<file path="config.mk">
export PLATFORM = sky130hd
export DESIGN_NAME = buzzer_sched
export DESIGN_NICKNAME = d
export VERILOG_FILES = /design/src/rtl/buzzer_pkg.sv /design/src/rtl/buzzer_sched_tone_gen.sv /design/src/rtl/buzzer_sched.sv
export SDC_FILE = /design/constraint.sdc
export NUM_CORES = 1
export LEC_CHECK = 0
export CAP_MARGIN = 0
export CORE_MARGIN = 3
export CORE_UTILIZATION = 29
export CTS_CLUSTER_SIZE = 28
export DETAILED_ROUTE_END_ITERATION = 7
export DONT_BUFFER_PORTS = 1
export SYNTH_ARGS = -nofsm -noshare
export SYNTH_HDL_FRONTEND = slang
export SYNTH_SLANG_ARGS = --single-unit
</file>
<file path="constraint.sdc">
create_clock -name clk -period 2.2 [get_ports clk]
set_input_delay 0.22 -clock clk [delete_from_list [all_inputs] [get_ports clk]]
set_output_delay 0.22 -clock clk [all_outputs]
set_load 0.02 [all_outputs]
</file>
<file path="src/rtl/buzzer_pkg.sv">
// Shared constants and types for the buzzer sequencer: state encoding,
// default tone/duration table, source indices and the priority helper.
package buzzer_pkg;

  typedef enum logic [1:0] {
    IDLE = 2'd0,
    PLAY = 2'd1,
    GAP  = 2'd2
  } state_t;

  localparam int DEF_TICK_DIV  = 50_000;
  localparam int DEF_GAP_TICKS = 20;

  localparam int DEF_HP0 = 35_793;
  localparam int DEF_HP1 = 47_778;
  localparam int DEF_HP2 = 31_888;
  localparam int DEF_HP3 = 63_776;

  localparam int DEF_DUR0 = 100;
  localparam int DEF_DUR1 = 100;
  localparam int DEF_DUR2 = 200;
  localparam int DEF_DUR3 = 500;

  localparam logic [1:0] SRC_CANCEL = 2'd0;
  localparam logic [1:0] SRC_SELECT = 2'd1;
  localparam logic [1:0] SRC_ALERT  = 2'd2;
  localparam logic [1:0] SRC_ALARM  = 2'd3;

  // Lowest set index wins; result is meaningless when v == 0.
  function automatic logic [1:0] first_set(input logic [3:0] v);
    logic [1:0] idx;
    idx = SRC_ALARM;
    if (v[2]) idx = SRC_ALERT;
    if (v[1]) idx = SRC_SELECT;
    if (v[0]) idx = SRC_CANCEL;
    return idx;
  endfunction

endpackage

</file>
<file path="src/rtl/buzzer_sched_tone_gen.sv">
// Square-wave generator: wave toggles every half_period enabled cycles and
// is held cleared (counter and output) whenever en is low.
module tone_gen (
  input  logic        clk,
  input  logic        rst,
  input  logic        en,
  input  logic [15:0] half_period,
  output logic        wave
);

  logic [15:0] cnt;

  always_ff @(posedge clk or posedge rst) begin
    if (rst) begin
      cnt  <= 16'd0;
      wave <= 1'b0;
    end else if (!en) begin
      cnt  <= 16'd0;
      wave <= 1'b0;
    end else if (cnt == half_period - 16'd1) begin
      cnt  <= 16'd0;
      wave <= ~wave;
    end else begin
      cnt <= cnt + 16'd1;
    end
  end

endmodule

</file>
<file path="src/rtl/buzzer_sched.sv">
// Buzzer arbiter: latches rising edges of four request lines and plays one
// fixed-length tone at a time in index order, with a silent gap between tones.
module buzzer_sched
  import buzzer_pkg::*;
#(
  parameter int TICK_DIV  = DEF_TICK_DIV,
  parameter int GAP_TICKS = DEF_GAP_TICKS,
  parameter int HP0       = DEF_HP0,
  parameter int HP1       = DEF_HP1,
  parameter int HP2       = DEF_HP2,
  parameter int HP3       = DEF_HP3,
  parameter int DUR0      = DEF_DUR0,
  parameter int DUR1      = DEF_DUR1,
  parameter int DUR2      = DEF_DUR2,
  parameter int DUR3      = DEF_DUR3
) (
  input  logic       clk,
  input  logic       rst,
  input  logic [3:0] req,
  input  logic       mute,
  output logic       buzzer,
  output logic       busy,
  output logic [1:0] active_id,
  output logic       done
);

  localparam int TW = (TICK_DIV > 1) ? $clog2(TICK_DIV) : 1;
  localparam logic [TW-1:0] TICK_LAST = TW'(TICK_DIV - 1);

  state_t      state, state_nx;
  logic [3:0]  req_q;
  logic [3:0]  pending;
  logic [3:0]  rise;
  logic [3:0]  grant_mask;
  logic [1:0]  grant_id;
  logic        grant;
  logic        done_c;
  logic [TW-1:0] tick_cnt;
  logic [9:0]  dur_left;
  logic        tick_wrap;
  logic        phase_end;
  logic [15:0] half_period;
  logic        wave;

  function automatic logic [15:0] hp_of(input logic [1:0] id);
    case (id)
      2'd0:    return 16'(HP0);
      2'd1:    return 16'(HP1);
      2'd2:    return 16'(HP2);
      default: return 16'(HP3);
    endcase
  endfunction

  function automatic logic [9:0] dur_of(input logic [1:0] id);
    case (id)
      2'd0:    return 10'(DUR0);
      2'd1:    return 10'(DUR1);
      2'd2:    return 10'(DUR2);
      default: return 10'(DUR3);
    endcase
  endfunction

  assign rise       = req & ~req_q;
  assign grant_id   = first_set(pending);
  assign grant_mask = grant ? (4'b0001 << grant_id) : 4'b0000;
  assign tick_wrap  = (tick_cnt == TICK_LAST);
  // dur_left counts remaining ticks in the current PLAY or GAP phase.
  assign phase_end  = tick_wrap && (dur_left == 10'd1);

  always_ff @(posedge clk or posedge rst) begin
    if (rst) state <= IDLE;
    else     state <= state_nx;
  end

  always_comb begin
    state_nx = state;
    grant    = 1'b0;
    done_c   = 1'b0;
    case (state)
      IDLE: begin
        if (|pending) begin
          grant    = 1'b1;
          state_nx = PLAY;
        end
      end
      PLAY: begin
        if (phase_end) begin
          done_c   = 1'b1;
          state_nx = GAP;
        end
      end
      GAP: begin
        if (phase_end) begin
          if (|pending) begin
            grant    = 1'b1;
            state_nx = PLAY;
          end else begin
            state_nx = IDLE;
          end
        end
      end
      default: state_nx = IDLE;
    endcase
  end

  always_ff @(posedge clk or posedge rst) begin
    if (rst) begin
      req_q     <= 4'd0;
      pending   <= 4'd0;
      active_id <= 2'd0;
      tick_cnt  <= '0;
      dur_left  <= 10'd0;
    end else begin
      req_q   <= req;
      // A new edge on the source being granted this cycle re-arms it.
      pending <= (pending & ~grant_mask) | rise;
      if (grant) begin
        active_id <= grant_id;
        tick_cnt  <= '0;
        dur_left  <= dur_of(grant_id);
      end else if (state == PLAY && phase_end) begin
        tick_cnt <= '0;
        dur_left <= 10'(GAP_TICKS);
      end else if (state != IDLE) begin
        if (tick_wrap) begin
          tick_cnt <= '0;
          dur_left <= dur_left - 10'd1;
        end else begin
          tick_cnt <= tick_cnt + 1'b1;
        end
      end
    end
  end

  assign half_period = hp_of(active_id);

  tone_gen u_tone (
    .clk         (clk),
    .rst         (rst),
    .en          (state == PLAY),
    .half_period (half_period),
    .wave        (wave)
  );

  // Gating by state silences the last toggle left in the generator at PLAY exit.
  assign buzzer = wave & (state == PLAY) & ~mute;
  assign busy   = (state != IDLE);
  assign done   = done_c;

endmodule

</file>
==> results of run 1 <==
synth_stat cells, types with 2 or more instances:
cell and count:
buf_2 5, nand2b_1 3, a21oi_2 3, a41oi_1 2
xor2_1 23, a21o_1 2, nor2b_1 4, o22ai_1 3
buf_6 2, nor4b_4 2, and2_1 2, nand3_1 11
and3_1 8, nor4b_1 2, nor2_1 40, a21oi_1 11
xnor2_1 12, ha_1 13, nand2_1 29, a22o_1 2
nor4_2 2, nor3_1 7, or3_1 3, o31ai_2 2
o21ai_0 21, inv_1 20, a31oi_1 2, dfrtp_1 55
nor3b_1 3, nand4_1 8
where the power goes:
group          internal (mW)  leakage, nW  switching (mW)  total (mW)
logic                0.00896        0.851          0.0221      0.0310
registers               1.01        0.695        0.000819        1.01
clock network          0.455       0.0654           0.330       0.785
worst paths after layout:
path | from | endpoint | slack [ns]
min in group asynchronous | rst | u_tone.cnt[3] | 0.45
max in group asynchronous | rst | state[0] | 1.12
hold / removal | req[0] | pending[0] | 0.04
setup / recovery | tick_cnt[0] | done | 0.14
setup reg to reg | active_id[1] | u_tone.wave | 0.17
hold reg to reg | req_q[0] | pending[0] | 0.43
worst register-to-register path, stage by stage, from the launching register on:
cell	delay (ns)
dfrtp_2	0.43
inv_4	0.08
ha_2	0.17
inv_1	0.04
ha_2	0.18
nor3_2	0.09
o22ai_1	0.11
nor4b_2	0.27
nand4_1	0.19
buf_4	0.19
xor2_1	0.12
nor2_1	0.05
sequential cells by signal, indices dropped and copies added, names as in the netlist:
name,count
req_q,4
u_tone.cnt,16
state,2
dur_left,10
u_tone.wave,1
active_id,2
tick_cnt,16
pending,4
routing by layer:
metal	wire length [um]	share of wire, %	GRT usage (%)	up-vias
li1	-	-	-	1172
met1	3110	48	15.8	1140
met2	3080	48	18.6	37
met3	193	3.0	2.64	11
met4	91	1.4	4.01	0
met5	0	0	0	-
final cells by class:
class                           count  share of cell area (%)
Clock buffer                        6                    1.98
Clock inverter                      2                    1.64
Inverter                           21                    2.22
Multi-Input combinational cell    242                    45.9
Sequential cell                    55                    37.7
Tap cell                          136                    4.65
Timing Repair Buffer               27                    5.89
cells by family (layout without fill, tap and decap cells):
logic type                 count (synthesis)  in the layout  synth area share (%)
AOI/OAI and AO/OA                         59             59                  12.7
DFF                                       55             55                  44.2
and+or+nand+nor                          134            135                  23.9
xor gates and xnor gates                  35             35                  9.86
buffers and inverters                     28             56                  4.06
adders and majority gates                 13             13                  5.23
stage by stage:
| step | cell area, sq um | power, mW | utilization [%] | hold slack (ns) | setup WS [ns] |
|---|---|---|---|---|---|
| floorplan | 3120 | 1.05 | - | 0.251 | 0.00625 |
| global placement | 3400 | 1.06 | 32.8 | 0.214 | 0.120 |
| detailed placement | 3400 | 1.06 | 32.8 | 0.219 | 0.0485 |
| CTS | 3580 | 1.85 | 34.5 | 0.0330 | 0.0198 |
| global route | 3660 | 1.90 | 35.3 | 0.0210 | 0.00387 |
| finish | 3660 | 1.83 | 35.3 | 0.0441 | 0.138 |
repair_timing:
action | in CTS | in global routing
resized for setup | 1 | 13
setup endpoints to repair | 1 | 21
endpoints found under the hold margin | 33 | 0
pin swaps | 0 | 5
hold buffers | 5 | 0
gates cloned | 0 | 1
buffers inserted | 0 | 1
==> results.toml, run 1 <==
[synthesis]
synth_area_leaders = "dfrtp_1 (44%), xor2_1 (6.5%), ha_1 (5.2%)"
synth_nets = 344
yosysWarnings = 0
synth_edf_count = 0
synth-seq-area-share_pct = 44.2
synth.avg_cell_area_sq_um = 9.60
synthArstFlopShare_pct = 100
syn_inst = 324
yosys_most_used_dff = "dfrtp_1"
syn-cell-area_sq_um = 3110
yosys.area.top_type = "dfrtp_1"
synth_top_area_share_pct = 44.2
synth-seq-cells = 55
ys_types = 52

[critical_path]
critPathBufInv = 1
crit_fanout = 8
cp-end-kind = "primary output"
start_kind = "flop"
cp.arrival_ns = 1.84
worstSetupPathType = "flop to primary output"
critPathTopFamily = "simple AND/OR/NAND/NOR gates"
crit_path_top_delay_cell = "dfrtp_1"
slowest_delay_ns = 0.41
required_ns = 1.98
worst-path-stages = 6
r2r_cells = 11
worstPathCellList = "ha_1, and3_1, nand4_4, nor2_2, nand2_2, inv_2"

[cells_and_area]
multi_input_area_sq_um = 1680
fill_cells = 1081
register_area_sq_um = 1380
final_cell_mix = "dfrtp_1 (53), nor2_1 (39), nand2_1 (27)"
nets = 372
diodes = 0
drive_gt1_share_pct = 17.3
syn2layout_area_growth_pct = 17.5
layout_commonest_cell = "dfrtp_1"
stdcell_count = 489

[die]
die_area_sq_um = 12000
die_y_um = 110
initial_core_util_pct = 30.0
design.core.area_sq_um = 10400
fp-row-count = 37
die_w_um = 110
io_pins = 12

[sta]
fin_skew_ns = 0.00752
max_freq_mhz = 485
period_minus_slack_ns = 2.06
rsz0062_at_grt = "no"
setup_viol = 0
worstMarginPinSlew_ns = 0.618
fin_crit_sh_pct = 93.7
drv_slew = 0
maxSlewHeadroom_pct = 58.7
finalSetupTns_ns = 0
hold_viol = 0

[clock_network]
cts_root_buf = "clkbuf_8"
ctsHtreeMaxLevel = 2
cts_tree = "built"
clkSinkCount = 55
cts_buffer_depth = 2
cts.clk_slew.worst_paths_ns = 0.10
numCtsBuffers = 5
clock_latency_ns = 0.31

[placement]
placedCellCount = 474
portBuffers = 0
place_hpwl_um = 4680
gp_congestion = 0.832

[global_route]
grt_pass1_wl_um = 11300
track_usage_pct = 11.7
grt_max_degree = 32
antenna_found_initial = 0
grt_pass1_vias = 2445
grt.overflow.total = 0

[detailed_routing]
firstDrtPassIters = 4
wire_per_inst_um = 13.2
drtIter0Drc = 135
antenna_left = 0
via_per_inst = 4.83
vias = 2360
drc = 0
wl_um = 6470

[outcome]
status = "completed"

[power]
power_density_nw_per_um2 = 501
ir_drop_uv = 262
cellLeakagePower_nw = 1.61

[flow_run]
maxCapViolCount = 0

[min_path]
worstHoldPathType = "primary input to flop"
hold_depth = 2
No activity file was read; power rests on OpenSTA's default activity.
==> run 2: changes to the inputs <==
- CORE_UTILIZATION: 29 -> 58
- PLACE_DENSITY: unset -> 0.76
- SKIP_LAST_GASP: unset -> 1
- SYNTH_HIERARCHICAL: unset -> 1
==> results.toml, run 2 <==
[global_route]
track_usage_pct = 26.0
grt.overflow.total = 0
grt_pass1_wl_um = 14800
antenna_found_initial = 0
grt_max_degree = 39
grt_pass1_vias = 3173

[placement]
portBuffers = 0
placedCellCount = 510
place_hpwl_um = 6030
pre_cts_ws_ns = -0.732
place_area_sq_um = 4070
gp_congestion = 0.910

[flow_run]
maxCapViolCount = 0

[sta]
worstMarginPinSlew_ns = 0.653
maxSlewHeadroom_pct = 56.4
fin_ws_ns = -0.736
rsz0062_at_grt = "yes"
holdWs_ns = 0.0388
fin_crit_sh_pct = 133
setup_viol = 36
max_freq_mhz = 341
hold_viol = 0
finalSetupTns_ns = -17.81
drv_slew = 0
fin_skew_ns = 0.0121
period_minus_slack_ns = 2.94

[clock_network]
clkSinkCount = 55
cts_root_buf = "clkbuf_8"
clock_latency_ns = 0.31
numCtsBuffers = 5
cts_tree = "built"
cts.clk_slew.worst_paths_ns = 0.11
cts_buffer_depth = 2
ctsHtreeMaxLevel = 2

[critical_path]
cp-end-kind = "flop"
critPathTopFamily = "simple AND/OR/NAND/NOR gates"
cp_common_cell = "ha_4"
start_kind = "flop"
worstSetupPathType = "flop to flop"
crit_path_top_delay_cell = "or4_4"
slowest_delay_ns = 0.48
required_ns = 2.41
critPathBufInv = 3
cp.arrival_ns = 3.15
worstPathCellList = "inv_4, ha_4, inv_2, ha_4, or3b_4, or4_4, a32oi_2, nand4_1, o41ai_4, buf_4, nor2_2"
crit_fanout = 5

[detailed_routing]
antenna_left = 0
via_per_inst = 5.82
firstDrtPassIters = 4
wl_um = 8880
drc = 0
drtIter0Drc = 153
vias = 3133
wire_per_inst_um = 16.5

[die]
design.core.area_sq_um = 5610
die_area_sq_um = 6890
die_y_um = 83.0
die_w_um = 83.0
io_pins = 12
initial_core_util_pct = 61.4
fp-row-count = 27

[synthesis]
synth.most_common_cell = "dfrtp_1"
yosys.area.top_type = "dfrtp_1"
synth_top_area_share_pct = 40.0
synth.avg_cell_area_sq_um = 9.20
ys_types = 60
yosysWarnings = 6
synthArstFlopShare_pct = 100
synth-seq-area-share_pct = 40.0
synth-seq-cells = 55
synth_area_leaders = "dfrtp_1 (40%), xor2_1 (5.6%), xnor2_1 (5.3%)"
syn-cell-area_sq_um = 3440
ys_top_cells_by_count = "dfrtp_1 (55), nor2_1 (46), nand2_1 (25)"
yosys_most_used_dff = "dfrtp_1"
synth_edf_count = 0
syn_inst = 374

[cells_and_area]
register_area_sq_um = 1380
layout_commonest_cell = "buf_4"
nets = 483
drive_gt1_share_pct = 30.0
top_regs = "tick_cnt (16), u_tone/cnt (16), dur_left (10)"
stdcell_count = 538
syn2layout_area_growth_pct = 31.4
stdcell_area_sq_um = 4520
diodes = 0
final_cell_mix = "buf_4 (63), dfrtp_1 (53), nor2_1 (39)"
multi_input_area_sq_um = 2210
fin_util_pct = 80.6
fill_cells = 347

[min_path]
worstHoldPathType = "primary input to flop"

[power]
cellLeakagePower_nw = 1.96
power_mw = 1.75
power_density_nw_per_um2 = 387
ir_drop_uv = 288

[outcome]
status = "finished, violations left"
violations = "setup timing"
==> run 2: cell types whose count changed in the layout (fill, tap and decap cells not counted), moves of 5 or more <==
cell / previous run / this run
o21ai_0: 21 / 10
xnor2_1: 12 / 20
nor2_2: 1 / 7
conb_1: 0 / 13
o21ai_1: 1 / 7
buf_6: 0 / 8
buf_4: 22 / 63
nand3_1: 11 / 16
==> run 2: cell type report <==
cell class	count	share of cell area, %
Multi-Input combinational cell	301	48.9
Clock inverter	3	1.02
Sequential cell	55	30.5
Clock buffer	5	1.52
Timing Repair Buffer	78	14.0
Inverter	24	2.10
Tap cell	72	1.99
==> run 2: timing repair <==
item	in CTS	in global routing
pin swaps	14	17
setup endpoints to repair	34	50
hold buffers	5	0
hold endpoints to repair	59	0
gates cloned	2	0
buffers inserted	12	5
resized for setup	29	20
==> run 2: cells by family (layout without fill, tap and decap cells) <==
family / count (synthesis) / in the layout / synth area share [%]
AO/OA/AOI/OAI: 66 / 66 / 14.7
multiplexers: 2 / 2 / 0.618
buffers and inverters: 29 / 110 / 3.64
adder cells (fa/ha/maj): 11 / 11 / 4.00
flip-flops: 55 / 55 / 40.0
XOR/XNOR: 43 / 43 / 10.9
AND/OR/NAND/NOR: 166 / 166 / 25.9
other: 2 / 13 / 0.218
==> run 2: path summary, 6_finish.rpt <==
check	endpoint	slack, ns	start	cells past startpoint
worst min-delay path	pending[1]	0.04	req[1]	2
worst min register to register	pending[0]	0.42	req_q[0]	1
min in group asynchronous	u_tone/cnt[10]	0.45	rst	2
max in group asynchronous	active_id[1]	1.33	rst	3
worst max register to register	u_tone/cnt[14]	-0.74	active_id[0]	11
worst max-delay path	u_tone/cnt[14]	-0.74	active_id[0]	11
==> run 2: worst register-to-register path, stage by stage (launching register included) <==
cell     delay (ns)
dfrtp_2        0.46
inv_4          0.07
ha_4           0.16
inv_2          0.06
ha_4           0.12
or3b_4         0.37
or4_4          0.48
a32oi_2        0.20
nand4_1        0.18
o41ai_4        0.46
buf_4          0.23
nor2_2         0.05
==> run 2: layer usage <==
| layer | share of wire [%] | global-route usage (%) | routed length, um | vias up |
|---|---|---|---|---|
| met4 | 3.1 | 10.8 | 278 | 0 |
| met3 | 3.1 | 3.97 | 274 | 25 |
| met1 | 43 | 31.8 | 3790 | 1531 |
| met2 | 51 | 45.5 | 4540 | 75 |
| li1 | - | - | - | 1502 |
| met5 | 0 | 0 | 0 | - |
==> run 2: power by group <==
group | internal, mW | switching (mW) | leakage, nW
logic | 0.0118 | 0.0288 | 1.21
registers | 1.01 | 0.00140 | 0.695
clock network | 0.343 | 0.351 | 0.0548
total | 1.37 | 0.381 | 1.96
==> run 3: changes to the inputs <==
- CTS_CLUSTER_DIAMETER: unset -> 50
- REMOVE_ABC_BUFFERS: unset -> 1
==> results.toml, run 3 (same netlist as run 2, synthesis figures left out) <==
[placement]
placedCellCount = 511
portBuffers = 0
place_hpwl_um = 5880
gp_congestion = 0.916

[power]
power_density_nw_per_um2 = 353
ir_drop_uv = 350
power_mw = 1.61
cellLeakagePower_nw = 1.96

[sta]
max_freq_mhz = 323
period_minus_slack_ns = 3.10
fin_skew_ns = 0.00847
maxSlewHeadroom_pct = 55.1
worstMarginPinSlew_ns = 0.671
drv_slew = 0
hold_viol = 0
fin_ws_ns = -0.901
setup_viol = 34
rsz0062_at_grt = "yes"
fin_crit_sh_pct = 141

[die]
die_y_um = 83.0
design.core.area_sq_um = 5610
die_w_um = 83.0
fp-row-count = 27
io_pins = 12
die_area_sq_um = 6890
initial_core_util_pct = 61.4

[detailed_routing]
firstDrtPassIters = 5
via_per_inst = 6.13
antenna_left = 0
wl_um = 9290
wire_per_inst_um = 17.2
drc = 0
vias = 3302
drtIter0Drc = 221

[clock_network]
ctsHtreeMaxLevel = 2
cts_buffer_depth = 2
clkSinkCount = 55
numCtsBuffers = 5
cts_root_buf = "clkbuf_8"
cts.clk_slew.worst_paths_ns = 0.10
cts_tree = "built"
clock_latency_ns = 0.31

[cells_and_area]
stdcell_count = 539
fill_cells = 333
layout_commonest_cell = "buf_4"
diodes = 0
register_area_sq_um = 1380
syn2layout_area_growth_pct = 32.4
final_cell_mix = "buf_4 (62), dfrtp_1 (53), nor2_1 (34)"
top_regs = "tick_cnt (16), u_tone/cnt (16), dur_left (10)"
drive_gt1_share_pct = 31.9
nets = 485
multi_input_area_sq_um = 2240
fin_util_pct = 81.2

[critical_path]
crit_path_top_delay_cell = "or4_4"
worstSetupPathType = "flop to flop"
r2r_slack_ns = -0.90
worstPathCellList = "buf_6, ha_2, nor2_2, nor2_1, or4_4, nor4_2, xnor2_1, o211ai_2, o41ai_4, buf_4, nor2_1"
cp.arrival_ns = 3.31
cp_common_cell = "nor2_1"
required_ns = 2.41
slowest_delay_ns = 0.58
start_kind = "flop"
cp-end-kind = "flop"
crit_fanout = 5

[outcome]
status = "finished, violations left"
violations = "setup timing"

[min_path]
worstHoldPathType = "primary input to flop"

[global_route]
track_usage_pct = 26.7
grt.overflow.total = 0
antenna_found_initial = 0
grt_pass1_wl_um = 15100
grt_max_degree = 39
grt_pass1_vias = 3113

[flow_run]
maxCapViolCount = 0
==> run 3: layer usage <==
layer | GRT usage, % | up-vias | part of all wire (%)
met3 | 4.07 | 32 | 6.6
met2 | 41.5 | 159 | 47
li1 | - | 1511 | -
met1 | 38.6 | 1600 | 44
met5 | 0 | - | 0
met4 | 8.02 | 0 | 2.6
==> run 3: cell type report <==
type / count / share of cell area [%]
multi-input cells: 301 / 49.3
flip-flops and latches: 55 / 30.3
repair buffers: 80 / 14.5
inverters: 24 / 2.14
well taps: 72 / 1.98
clock buffers: 5 / 1.51
clock inverters: 2 / 0.357
==> run 3: metrics by stage <==
| stage | hold WS [ns] | area (sq um) | TNS (ns) | worst slack, ns |
|---|---|---|---|---|
| after floorplan | 0.146 | 3450 | -22.14 | -1.13 |
| after global placement | 0.212 | 3980 | -15.80 | -0.771 |
| after detailed placement | 0.220 | 3980 | -17.63 | -0.849 |
| after CTS | 0.0210 | 4410 | -16.04 | -0.811 |
| after global routing | 0.0194 | 4560 | -19.77 | -0.937 |
| final | 0.0283 | 4560 | -17.92 | -0.901 |
==> run 3: worst paths after layout <==
path | startpoint | endpoint | cells after the start
worst max-delay path | active_id[1] | u_tone/cnt[4] | 11
worst min-delay path | req[0] | pending[0] | 2
worst max register to register | active_id[1] | u_tone/cnt[4] | 11
worst min register to register | req_q[1] | pending[1] | 1
max in group asynchronous | rst | u_tone/cnt[12] | 2
min in group asynchronous | rst | u_tone/cnt[7] | 2
==> run 3: where the power goes <==
part	switching, mW	leakage [nW]	internal (mW)
clock network	0.330	0.0406	0.222
logic	0.0307	1.22	0.0118
registers	0.00107	0.695	1.01
total	0.362	1.96	1.25
==> run 3: critical path, delay by kind of cell, from the launching register on <==
kind	cells	cell delay (ns)
and+or+nand+nor	5	1.16
AOI/OAI and AO/OA	2	0.61
DFF	1	0.47
buffers and inverters	2	0.36
xor gates and xnor gates	1	0.23
adders and majority gates	1	0.17
==> run 3: timing repair <==
| action | in CTS | in global routing |
|---|---|---|
| setup endpoints to repair | 34 | 41 |
| pin swaps | 42 | 12 |
| gates resized for setup | 67 | 27 |
| setup buffers | 10 | 6 |
| hold buffers | 5 | 0 |
| endpoints found under the hold margin | 59 | 0 |
| cloned | 1 | 0 |
